`src/rtl/hc_gate_tester_if.sv`:
```
// hc_gate_tester_if: bundles lab-controller handshake, gate DUT pins and run results
//   start               run request from controller
//   a, b                drive the gate DUT inputs
//   y                   gate DUT outputs
//   busy, done          run in progress / run finished
//   pass, fail          verdict, valid only while done
//   err_cnt             failing vectors in the last run
//   first_vec           {a,b} of the first failing vector
//   first_mask          y ^ expected at the first failing vector
//   master = tester side, slave = controller/DUT side
interface hc_gate_tester_if;
    logic       start;
    logic [3:0] a;
    logic [3:0] b;
    logic [3:0] y;
    logic       busy;
    logic       done;
    logic       pass;
    logic       fail;
    logic [8:0] err_cnt;
    logic [7:0] first_vec;
    logic [3:0] first_mask;
    modport master (
        input  start, y,
        output a, b, busy, done, pass, fail, err_cnt, first_vec, first_mask
    );
    modport slave (
        output start, y,
        input  a, b, busy, done, pass, fail, err_cnt, first_vec, first_mask
    );
endinterface

```
`src/rtl/hc_gate_tester.sv`:
```
// hc_gate_tester: exhaustive 256-vector tester for quad 2-input gate chips
//   clk         single clock, rising edge
//   rst         synchronous active-high reset
//   bus         hc_gate_tester_if.master: start in, a/b out, y in, status/results out
//   GATE_OP     0=AND 1=NAND 2=OR 3=XOR
//   SETTLE_CYC  cycles each vector is held before y is checked (1..255)
module hc_gate_tester #(
    parameter int GATE_OP    = 0,
    parameter int SETTLE_CYC = 4
) (
    input logic             clk,
    input logic             rst,
    hc_gate_tester_if.master bus
);
    typedef enum logic [1:0] {IDLE, SETTLE, CHECK, FIN} state_t;
    localparam logic [7:0] LAST = 8'(SETTLE_CYC - 1);
    state_t     state, state_n;
    logic [7:0] vec, vec_n, cnt, cnt_n, first_vec_n;
    logic [8:0] err_cnt_n;
    logic [3:0] a_n, b_n, first_mask_n, expv, mism;
    logic       busy_n, done_n, bad;
    always_comb begin
        expv = GATE_OP == 0 ? bus.a & bus.b :
               GATE_OP == 1 ? ~(bus.a & bus.b) :
               GATE_OP == 2 ? bus.a | bus.b : bus.a ^ bus.b;
        mism = bus.y ^ expv;
        // 4-state compare so an undriven or X pin counts as a failure
        bad = bus.y !== expv;
        state_n = state;
        vec_n = vec;
        cnt_n = cnt;
        a_n = bus.a;
        b_n = bus.b;
        busy_n = bus.busy;
        done_n = bus.done;
        err_cnt_n = bus.err_cnt;
        first_vec_n = bus.first_vec;
        first_mask_n = bus.first_mask;
        case (state)
            IDLE, FIN: if (bus.start) begin
                state_n = SETTLE;
                vec_n = '0;
                cnt_n = '0;
                a_n = '0;
                b_n = '0;
                busy_n = 1'b1;
                done_n = 1'b0;
                err_cnt_n = '0;
                first_vec_n = '0;
                first_mask_n = '0;
            end
            SETTLE: begin
                cnt_n = cnt == LAST ? '0 : cnt + 8'd1;
                state_n = cnt == LAST ? CHECK : SETTLE;
            end
            default: begin
                if (bad) begin
                    err_cnt_n = bus.err_cnt + 9'd1;
                    first_vec_n = bus.err_cnt == '0 ? {bus.a, bus.b} : bus.first_vec;
                    first_mask_n = bus.err_cnt == '0 ? mism : bus.first_mask;
                end
                if (vec == 8'hFF) begin
                    state_n = FIN;
                    a_n = '0;
                    b_n = '0;
                    busy_n = 1'b0;
                    done_n = 1'b1;
                end else begin
                    state_n = SETTLE;
                    vec_n = vec + 8'd1;
                    {a_n, b_n} = vec + 8'd1;
                end
            end
        endcase
    end
    always_ff @(posedge clk) begin
        if (rst) begin
            state <= IDLE;
            vec <= '0;
            cnt <= '0;
            bus.a <= '0;
            bus.b <= '0;
            bus.busy <= 1'b0;
            bus.done <= 1'b0;
            bus.pass <= 1'b0;
            bus.fail <= 1'b0;
            bus.err_cnt <= '0;
            bus.first_vec <= '0;
            bus.first_mask <= '0;
        end else begin
            state <= state_n;
            vec <= vec_n;
            cnt <= cnt_n;
            bus.a <= a_n;
            bus.b <= b_n;
            bus.busy <= busy_n;
            bus.done <= done_n;
            bus.pass <= done_n && err_cnt_n == '0;
            bus.fail <= done_n && err_cnt_n != '0;
            bus.err_cnt <= err_cnt_n;
            bus.first_vec <= first_vec_n;
            bus.first_mask <= first_mask_n;
        end
    end
endmodule
```
`src/flat_wrapper.sv`:
```
// flat-port wrapper written by rule: the top's interface ports become plain ports
module hc_gate_tester_flat 
#(
    parameter int GATE_OP    = 0,
    parameter int SETTLE_CYC = 4
)
  (clk, rst, bus_start, bus_y, bus_a, bus_b, bus_busy, bus_done, bus_pass, bus_fail, bus_err_cnt, bus_first_vec, bus_first_mask);
  hc_gate_tester_if bus_i ();
  input logic clk;
  input logic rst;
  input wire logic [$bits(bus_i.start)-1:0] bus_start;
  input wire logic [$bits(bus_i.y)-1:0] bus_y;
  output wire logic [$bits(bus_i.a)-1:0] bus_a;
  output wire logic [$bits(bus_i.b)-1:0] bus_b;
  output wire logic [$bits(bus_i.busy)-1:0] bus_busy;
  output wire logic [$bits(bus_i.done)-1:0] bus_done;
  output wire logic [$bits(bus_i.pass)-1:0] bus_pass;
  output wire logic [$bits(bus_i.fail)-1:0] bus_fail;
  output wire logic [$bits(bus_i.err_cnt)-1:0] bus_err_cnt;
  output wire logic [$bits(bus_i.first_vec)-1:0] bus_first_vec;
  output wire logic [$bits(bus_i.first_mask)-1:0] bus_first_mask;
  assign bus_i.start = bus_start;
  assign bus_i.y = bus_y;
  assign bus_a = bus_i.a;
  assign bus_b = bus_i.b;
  assign bus_busy = bus_i.busy;
  assign bus_done = bus_i.done;
  assign bus_pass = bus_i.pass;
  assign bus_fail = bus_i.fail;
  assign bus_err_cnt = bus_i.err_cnt;
  assign bus_first_vec = bus_i.first_vec;
  assign bus_first_mask = bus_i.first_mask;
  hc_gate_tester #(.GATE_OP(GATE_OP), .SETTLE_CYC(SETTLE_CYC)) u_core (.clk(clk), .rst(rst), .bus(bus_i));
endmodule
```
`config.mk`:
```
export PLATFORM = sky130hd
export DESIGN_NAME = hc_gate_tester_flat
export DESIGN_NICKNAME = d
export VERILOG_FILES = /design/src/rtl/hc_gate_tester_if.sv /design/src/rtl/hc_gate_tester.sv /design/src/flat_wrapper.sv
export SDC_FILE = /design/constraint.sdc
export NUM_CORES = 1
export LEC_CHECK = 0
export CAP_MARGIN = 20
export CORE_MARGIN = 4
export CORE_UTILIZATION = 53
export CTS_CLUSTER_SIZE = 20
export DETAILED_ROUTE_END_ITERATION = 6
export PLACE_DENSITY = 0.83
export SLEW_MARGIN = 20
export SYNTH_ARGS = -nofsm -noshare
export SYNTH_HDL_FRONTEND = slang
export SYNTH_SLANG_ARGS = --single-unit
```
`constraint.sdc`:
```
create_clock -name clk -period 2.25 [get_ports clk]
set_clock_uncertainty 0.1 [all_clocks]
set_input_delay 0.45 -clock clk [delete_from_list [all_inputs] [get_ports clk]]
set_output_delay 0.45 -clock clk [all_outputs]
set_load 0.02 [all_outputs]
```
==> impl_metrics.csv <==
group,metric,value,unit
setup_path,cp.arrival,2.28,ns
floorplanning,core_area,0.004444,sq mm
sta,drv_slew,0,
synthesis,synth_edf_count,0,
setup_path,end_kind,"register",
drt,viasPerCell,5.759,
setup_path,crit_buf_inv,1,
cts,clk_pin_slew,0.09,ns
final_layout,multiInputGateArea,0.001361,sq mm
cts,cts_setup_buffers,0,
drt,drc,0,
power_and_ir_drop,ir_worst_vdd,0.0005785,V
setup_path,cp_max_fo,4,
setup_path,cp_top_family,"compound AO/OA/AOI/OAI gates",
cts,cts_hold_buffers,0,
cts,cts.sinks,51,
synthesis,ys_async_sr_fraction,0,
drt,dr.pass1.iters,4,
sta,slew_headroom,0.6871,
global_route,grt-ovfl-total,0,
floorplanning,io_pins,40,
synthesis,syn_nets,317,
placement,place_hpwl,4430,um
placement,gp_congestion,0.8498,
sta,fmax,458.1,MHz
sta,finalSetupViolations,0,
global_route,grt_max_degree,24,
synthesis,synthFlopType,"dfxtp_1",
synthesis,synth_area,0.002499,sq mm
setup_path,cpPeakStageDelay,0.47,ns
floorplanning,core.rowCount,24,
power_and_ir_drop,power.density,703.0,mW/mm^2
synthesis,syn_inst,304,
power_and_ir_drop,power.total,2.222,mW
power_and_ir_drop,p_leak,1.205,nW
floorplanning,die_w,76.66,um
drt,vias,2361,
drt,routed_wl,5965,um
cts,root_buffer,"clkbuf_8",
final_layout,area_growth,26.49,%
hold_path,holdCritPathClass,"register to register",
cts,cts.htree.levels,2,
synthesis,ys_seq_area_frac,0.4086,
cts,clk_latency,0.31,ns
floorplanning,dieHeight,76.66,um
setup_path,critical-path-slowest-cell,"clkdlybuf4s50_1",
sta,finalCriticalPeriod,2.183,ns
final_layout,final_area,0.003161,sq mm
global_route,antenna_found_initial,0,
status,outcome,"complete, no violations",
sta,min_period_over_period,0.9702,
synthesis,synthDistinctLibCells,47,
final_layout,fillers,372,
drt,drt_iter0_markers,213,
placement,placed_cell_area,0.003057,sq mm
floorplanning,design.die.area,0.005877,sq mm
job,maxCapViolations,0,
final_layout,diodes,0,
global_route,grt_pass1_vias,2175,
final_layout,final_layout_size_suffix_gt1_frac,0.1061,
cts,numCtsBuffers,5,
setup_path,worstSetupPathType,"input port to register",
floorplanning,start_util,0.5622,
global_route,grt_usage,0.2047,
cts,cts_tree,"built",
cts,clockBufferDepth,2,
setup_path,path_cells,"clkdlybuf4s50_1, nand3b_1, nand4_1, o211ai_1, a211oi_1, or2_1, o31a_1",
drt,antenna_left,0,
final_layout,regArea,0.001021,sq mm
synthesis,syn_area_per_cell,8.219,sq um
sta,timing.final.hold_violations,0,
drt,wl_per_cell,14.55,um
global_route,grt_pass1_wl,9949,um
sta,tightest_slew,0.4694,ns
synthesis,ys_warn_count,0,
setup_path,worstSetupStartpointType,"input port",
setup_path,cp.required,2.35,ns
sta,grt_setup_unrepaired,"no",
final_layout,layout.nets,370,
placement,io_buffers,39,
synthesis,ys_ff_latch,51,
cts,cts_resized,0,
flip-flops by register name, summed over array words and instances (netlist names), 2 cells and up:
name,count
u_core.bus.first_vec,8
u_core.bus.a,4
u_core.bus.first_mask,4
u_core.bus.err_cnt,9
u_core.cnt,8
u_core.vec,8
u_core.bus.b,4
u_core.state,2
tightest hold or removal path: cells and delay by family (launching register included):
kind | cells | cell delay [ns]
compound gates | 1 | 0.05
simple gates | 1 | 0.06
flops | 1 | 0.33
routing by layer:
metal  part of all wire  up-vias  track usage
met4              0.017        0      0.07246
met5                  0        -            0
met1               0.44     1125       0.2529
met3              0.042        8      0.03981
li1                   -     1173            -
met2               0.50       55       0.3528
power breakdown:
group | switching (mW) | internal, mW | leakage [nW]
clock | 0.295 | 0.280 | 0.0505
combinational | 0.375 | 0.281 | 0.742
sequential | 0.0404 | 0.951 | 0.413
cell usage after synthesis (3+ instances only):
master    count  area share
dfxtp_1      51        0.41
nor2_1       50       0.075
nand2_1      29       0.044
a21oi_1      19       0.038
a22oi_1      18       0.054
nand3_1      11       0.022
inv_1         9       0.014
nand4_1       9       0.023
xor2_1        9       0.032
o21ai_0       8       0.016
nand3b_1      7       0.021
clkbuf_1      6      0.0090
ha_1          6       0.030
xnor2_1       6       0.021
buf_2         5       0.010
a211oi_1      4       0.012
and2_1        4       0.010
nor3_1        4      0.0080
and3_1        3      0.0075
and4_1        3       0.011
mux2i_1       3       0.012
nor2b_1       3      0.0075
stage by stage:
| stage | setup TNS, ns | hold WS [ns] | cells | utilization | worst slack (ns) |
|---|---|---|---|---|---|
| 2_1_floorplan | 0 | 0.3536 | 304 | - | 0.2602 |
| 3_3_place_gp | -0.4556 | 0.3649 | 402 | 0.6878 | -0.1633 |
| 3_5_place_dp | -1.479 | 0.3760 | 402 | 0.6878 | -0.2013 |
| 4_1_cts | 0 | 0.3887 | 410 | 0.7111 | 0.1067 |
| 5_1_grt | 0 | 0.4122 | 410 | 0.7111 | 0.01138 |
| 6_report | 0 | 0.3833 | 410 | 0.7111 | 0.06709 |
kinds of logic (layout without fill, tap and decap cells):
group,Yosys count,count (layout),share of synthesized area
flops,51,51,0.4086
simple gates,136,136,0.2689
fa+ha+maj,6,6,0.03004
xor+xnor,15,15,0.05258
compound gates,68,68,0.1813
mux,3,3,0.01202
buf+inv,25,79,0.04657
worst paths after layout:
| path | startpoint | end | slack (ns) | depth (start not counted) |
|---|---|---|---|---|
| setup / recovery | bus_y[3] | u_core.bus.fail | 0.07 | 7 |
| hold / removal | u_core.vec[1] | u_core.vec[1] | 0.38 | 2 |
| setup reg to reg | u_core.bus.err_cnt[0] | u_core.bus.fail | 0.18 | 7 |
| hold reg to reg | u_core.vec[1] | u_core.vec[1] | 0.38 | 2 |
cell type report:
class | count | share of cell area
Sequential cell | 51 | 0.3230
Inverter | 9 | 0.01069
Multi-Input combinational cell | 228 | 0.4307
Clock buffer | 7 | 0.03048
Timing Repair Buffer | 62 | 0.1821
Tap cell | 52 | 0.02059
Clock inverter | 1 | 0.002375
layout by cell type (no fill, tap or decap), types with 3 or more instances in the layout:
cell             instances
a211oi_1                 4
a21oi_1                 19
a22oi_1                 18
and2_1                   4
and3_1                   3
and4_1                   3
buf_4                   22
clkbuf_8                 7
clkdlybuf4s50_1         39
dfxtp_1                 51
ha_1                     6
inv_1                    9
mux2i_1                  3
nand2_1                 29
nand3_1                 11
nand3b_1                 7
nand4_1                  9
nor2_1                  50
nor2b_1                  3
nor3_1                   4
o21ai_0                  8
xnor2_1                  6
xor2_1                   9
(Power assumes the default switching activity.)
